## src/rtl/restador_pkg.sv

```systemverilog
// rtl/restador_pkg.sv - shared types and constants for the bit-serial subtractor
package restador_pkg;

  typedef enum logic [1:0] {REPOSO, CALCULO, FIN} estado_t;

  localparam int ANCHO_DEF = 8;

  // Bit-counter width for an n-bit operand; never narrower than one bit.
  function automatic int ancho_cont(input int n);
    return (n > 1) ? $clog2(n) : 1;
  endfunction

endpackage

```

## src/rtl/restador_completo.sv

```systemverilog
// rtl/restador_completo.sv - combinational 1-bit full subtractor cell
module restador_completo (
  input  logic a,
  input  logic b,
  input  logic bin,
  output logic d,
  output logic bout
);

  assign d    = a ^ b ^ bin;
  assign bout = (~a & b) | (~(a ^ b) & bin);

endmodule

```

## src/rtl/restador_serie_8bits.sv

```systemverilog
// rtl/restador_serie_8bits.sv - LSB-first serial A-B with start/ready/valid handshake
module restador_serie_8bits
  import restador_pkg::*;
#(
  parameter int N = ANCHO_DEF
) (
  input  logic         clk,
  input  logic         rst_n,
  input  logic         inicio,
  input  logic [N-1:0] A,
  input  logic [N-1:0] B,
  output logic         listo,
  output logic         valido,
  output logic [N-1:0] Resta,
  output logic         Prestamo
);

  localparam int            CW     = ancho_cont(N);
  localparam logic [CW-1:0] ULTIMO = CW'(N - 1);

  estado_t       estado, estado_sig;
  logic [CW-1:0] cont;
  logic [N-1:0]  a_sr, b_sr, res_sr;
  logic          bin, d, bout;
  logic          ultimo, acepta;

  restador_completo u_celda (
    .a   (a_sr[0]),
    .b   (b_sr[0]),
    .bin (bin),
    .d   (d),
    .bout(bout)
  );

  assign ultimo = (cont == ULTIMO);
  assign listo  = (estado != CALCULO);
  assign valido = (estado == FIN);
  assign acepta = listo && inicio;

  always_comb begin
    estado_sig = estado;
    case (estado)
      REPOSO:  if (inicio) estado_sig = CALCULO;
      CALCULO: if (ultimo) estado_sig = FIN;
      FIN:     estado_sig = inicio ? CALCULO : REPOSO;
      default: estado_sig = REPOSO;
    endcase
  end

  always_ff @(posedge clk) begin
    if (!rst_n) begin
      estado   <= REPOSO;
      cont     <= '0;
      bin      <= 1'b0;
      a_sr     <= '0;
      b_sr     <= '0;
      res_sr   <= '0;
      Resta    <= '0;
      Prestamo <= 1'b0;
    end else begin
      estado <= estado_sig;
      if (acepta) begin
        a_sr <= A;
        b_sr <= B;
        bin  <= 1'b0;
        cont <= '0;
      end else if (estado == CALCULO) begin
        // Difference bits enter at the MSB so bit 0 lands at the LSB after N shifts.
        a_sr   <= a_sr >> 1;
        b_sr   <= b_sr >> 1;
        res_sr <= {d, res_sr[N-1:1]};
        bin    <= bout;
        cont   <= cont + CW'(1);
        if (ultimo) begin
          Resta    <= {d, res_sr[N-1:1]};
          Prestamo <= bout;
        end
      end
    end
  end

endmodule

```

## config.mk

```make
export PLATFORM = sky130hd
export DESIGN_NAME = restador_serie_8bits
export DESIGN_NICKNAME = d
export VERILOG_FILES = /design/src/rtl/restador_pkg.sv /design/src/rtl/restador_completo.sv /design/src/rtl/restador_serie_8bits.sv
export SDC_FILE = /design/constraint.sdc
export NUM_CORES = 1
export LEC_CHECK = 0
export CORE_UTILIZATION = 54
export CTS_CLUSTER_SIZE = 16
export DETAILED_ROUTE_END_ITERATION = 10
export PLACE_DENSITY_LB_ADDON = 0.15
export SETUP_SLACK_MARGIN = 0.3
export SYNTH_ARGS = -nofsm -noshare
export SYNTH_HDL_FRONTEND = slang
export SYNTH_SLANG_ARGS = --single-unit
```

## constraint.sdc

```tcl
create_clock -name clk -period 4.06 [get_ports clk]
set_input_delay 1.015 -clock clk [delete_from_list [all_inputs] [get_ports clk]]
set_output_delay 1.015 -clock clk [all_outputs]
set_load 0.005 [all_outputs]
```

==> impl_table.tex <==
\begin{tabular}{lr}
\hline
Metric & Value \\
\hline
\multicolumn{2}{l}{\textbf{Run status}} \\
Result of the run & finished clean \\
\multicolumn{2}{l}{\textbf{CTS}} \\
Number of clock sinks & 38 \\
CTS max path bufs & 2 \\
CTS tree & done \\
Hold\_buf cts & 0 \\
Setup repair bufs after CTS & 0 \\
Clock Tree Root & sky130\_fd\_sc\_hd\_\_clkbuf\_4 \\
Total of cells resized after clock tree synthesis & 0 \\
TritonCTS Buffers & 5 \\
Clock-pin transition on the worst setup and hold timing paths & roughly 0.11 ns \\
Later-pin clock latency in the skew report & $\sim$0.33 ns \\
CTS HTree Levels & 2 \\
\multicolumn{2}{l}{\textbf{Worst setup path}} \\
Required arrival time at the worst endpoint & slightly above 3 ns \\
Kind of cell adding the most delay to the critical path & buffers and inverters \\
Critical path endpoint category & output pin \\
Largest driver fanout on the critical path & 29 \\
Critical path buffer and inverter count & 2 \\
Crit path kind & reg2out \\
Cell with the biggest individual delay on the critical path & sky130\_fd\_sc\_hd\_\_clkdlybuf4s50\_1 \\
Worst stage delay on the critical path & a little under 0.6 ns \\
Worst path cell trace & nor2b\_1, inv\_2, clkdlybuf4s50\_1 \\
Setup slack of the worst register-to-register path & roughly 2.6 ns \\
Endpoint arrival time on the critical path & $\sim$1.8 ns \\
Start of the worst register-to-register path & cont[0] \\
Startpoint type of the worst setup path & flip-flop \\
Timing startpoint of the critical path & estado[0] \\
\multicolumn{2}{l}{\textbf{STA}} \\
Max Clk Rate & about 0.36 GHz \\
Slew Limit Headroom & around a quarter \\
Setup violation total in the final timing report & 0 \\
Final hold violation count & 0 \\
Slew at the pin closest to its max-slew limit & roughly 1.1 ns \\
Setup clock skew after layout & approximately 0.012 ns \\
Fraction of the cycle the final worst path needs & between 60\% and 70\% \\
RSZ-0062 raised after global routing & no \\
Pins Over Slew Limit & 0 \\
Post-layout min period & about 2.8 ns \\
Summed negative setup slack over all endpoints & 0 ns \\
\multicolumn{2}{l}{\textbf{Place}} \\
Number of port buffers & 29 \\
GPL Wtd Cong & 0.723 \\
Dpl hpwl & between 1500 and 2000 µm \\
\multicolumn{2}{l}{\textbf{Synth}} \\
Gate count after technology mapping & 187 \\
Count of different cell masters after synthesis & 27 \\
Post-synthesis net count & 209 \\
Mean post-synth cell area & slightly above 8 µm² \\
Yosys warning count & 0 \\
Netlist area before placement & around 1500 µm² \\
Number of register bits inferred by synthesis & 38 \\
Sequential share of the synthesized area & 49.4\% \\
\multicolumn{2}{l}{\textbf{Layout}} \\
Area added between synthesis and finish & 21.9\% \\
Ant diodes & 0 \\
Most common cell after layout, fill and taps aside & sky130\_fd\_sc\_hd\_\_nand2\_1 \\
Share of post-route cells with drive strength above 1 & between 5 and 6\% \\
Nets & between 200 and 250 \\
Most frequent cells in the layout & sky130\_fd\_sc\_hd\_\_nand2\_1 (40), sky130\_fd\_sc\_hd\_\_dfxtp\_1 (38), sky130\_fd\_sc\_hd\_\_clkdlybuf4s50\_1 (29) \\
Area of combinational cells with multiple inputs & between 600 and 700 µm² \\
Filler Cells Inserted & roughly 220 \\
FF+latch area & 761 µm² \\
\multicolumn{2}{l}{\textbf{Floorplan}} \\
Total I/O pin count & 30 \\
Number of standard-cell rows in the floorplan & 18 \\
Die Height & 55.4 µm \\
Placeable core region & about 2600 µm² \\
DIE AREA & approximately 3000 µm² \\
Floorplan die width & approximately 55 µm \\
Starting utilization of the core area & 59.4\% \\
\multicolumn{2}{l}{\textbf{Detailed routing}} \\
Initial DRC Count & 14 \\
DR DRC count & 0 \\
Final routed wire length divided by cell count & around 12 µm \\
Count of nets left with antenna violations after detail routing & 0 \\
Aggregate routed wire length & roughly 2800 µm \\
Via/cell ratio & roughly 5.5 \\
Total iterations of the first detailed-routing run & 4 \\
Vias & between 1,000 and 1,500 \\
\multicolumn{2}{l}{\textbf{Run}} \\
Max-cap violations & 0 \\
\multicolumn{2}{l}{\textbf{Power}} \\
LEAKAGE & between 0.7 and 0.8 nW \\
Maximum ir drop on the vdd rail & 259 µV \\
Power density normalized to cell area & between 300 and 400 nW/µm² \\
Post-route total power & between 0.0006 and 0.0007 W \\
\multicolumn{2}{l}{\textbf{Min path}} \\
Worst Hold Class & reg2reg \\
Beginning of the worst hold path & Resta[3] \\
\multicolumn{2}{l}{\textbf{GRT}} \\
Largest net degree at the start of global routing & 39 \\
Number of antenna violations at the first check in global routing & 0 \\
Number of global-route vias before repair & roughly 1,200 \\
Sum of overflow across all layers after global routing & 0 \\
Global-route wire length before repair & 4920 µm \\
Global-route usage over all layers & 20.0\% \\
\hline
\end{tabular}
[where the power goes]
part	total, W	internal, W	switching, W
clock network	0.000200	0.0000840	0.000116
registers	0.000399	0.000390	0.00000925
logic	0.0000816	0.0000390	0.0000426
total	0.000680	0.000513	0.000167
[worst reg2reg max path: stages, from the launching register on]
cell and delay [ns]:
sky130_fd_sc_hd__dfxtp_1 0.38, sky130_fd_sc_hd__ha_1 0.16, sky130_fd_sc_hd__ha_1 0.17, sky130_fd_sc_hd__and3b_1 0.42, sky130_fd_sc_hd__nand2_1 0.10, sky130_fd_sc_hd__o211a_1 0.13
[per-stage QoR]
stage               setup slack, ns  hold WS (ns)  utilization, %  instances  cell area (µm²)
finish                         1.27         0.451            72.4        243             1880
global route                   1.18         0.467            72.4        243             1880
CTS                            1.27         0.456            72.4        243             1880
detailed placement             1.28         0.441            70.1        235             1820
global placement               1.34         0.434            70.1        235             1820
floorplan                      2.16         0.434               -        187             1540
[sequential cells by signal, summed over array words and instances (netlist names)]
signal,cells
bin,1
cont,3
res_sr,7
a_sr,8
estado,2
Resta,8
Prestamo,1
b_sr,8
[Yosys cell counts]
master | n | area, µm²
sky130_fd_sc_hd__and3_1 | 1 | 6.26
sky130_fd_sc_hd__buf_2 | 5 | 25.0
sky130_fd_sc_hd__clkbuf_1 | 7 | 26.3
sky130_fd_sc_hd__nand2_1 | 40 | 150
sky130_fd_sc_hd__dfxtp_1 | 38 | 761
sky130_fd_sc_hd__o21ai_0 | 11 | 55.1
sky130_fd_sc_hd__inv_2 | 1 | 3.75
sky130_fd_sc_hd__buf_4 | 1 | 7.51
sky130_fd_sc_hd__nand3b_1 | 1 | 7.51
sky130_fd_sc_hd__buf_6 | 2 | 22.5
sky130_fd_sc_hd__nor2_1 | 4 | 15.0
sky130_fd_sc_hd__and2_1 | 2 | 12.5
sky130_fd_sc_hd__o22ai_1 | 1 | 6.26
sky130_fd_sc_hd__nor2b_1 | 2 | 12.5
sky130_fd_sc_hd__o21ai_1 | 3 | 15.0
sky130_fd_sc_hd__a21oi_1 | 28 | 140
sky130_fd_sc_hd__nor3_1 | 1 | 5.00
sky130_fd_sc_hd__and3b_1 | 1 | 8.76
sky130_fd_sc_hd__o21a_1 | 2 | 15.0
sky130_fd_sc_hd__ha_1 | 2 | 25.0
sky130_fd_sc_hd__fa_1 | 1 | 20.0
sky130_fd_sc_hd__mux2i_1 | 2 | 20.0
sky130_fd_sc_hd__a21boi_0 | 9 | 67.6
sky130_fd_sc_hd__clkinv_1 | 1 | 3.75
sky130_fd_sc_hd__nand3_1 | 18 | 90.1
sky130_fd_sc_hd__inv_1 | 2 | 7.51
sky130_fd_sc_hd__o211a_1 | 1 | 10.0
[layer usage]
layer	routed length [µm]	GRT usage [%]	up-vias
met3	138	4.92	5
li1	-	-	681
met5	0	0	-
met1	1230	23.1	599
met2	1410	35.5	40
met4	38	7.50	0
[cells by family (layout without fill, tap and decap cells)]
logic type	Yosys count	in the layout	share of synthesized area [%]
compound gates	55	55	20.1
fa+ha+maj	3	3	2.93
buf+inv	19	45	6.26
flops	38	38	49.4
mux	2	2	1.30
simple gates	70	70	20.0
[worst paths after layout]
kind / end / depth (start not counted)
worst min-delay path: Resta[3] / 2
worst min register to register: Resta[3] / 2
worst max-delay path: listo / 3
worst max register to register: Prestamo / 5
[cell type report]
| cell class | count | area share, % |
|---|---|---|
| timing repair buffer | 33 | 17.1 |
| clock buffer | 7 | 2.94 |
| multi-input combinational | 130 | 36.4 |
| inverter | 4 | 0.801 |
| tap | 30 | 2.00 |
| sequential | 38 | 40.6 |
| clock inverter | 1 | 0.267 |
Note: power is estimated with default switching activity, not from simulation.
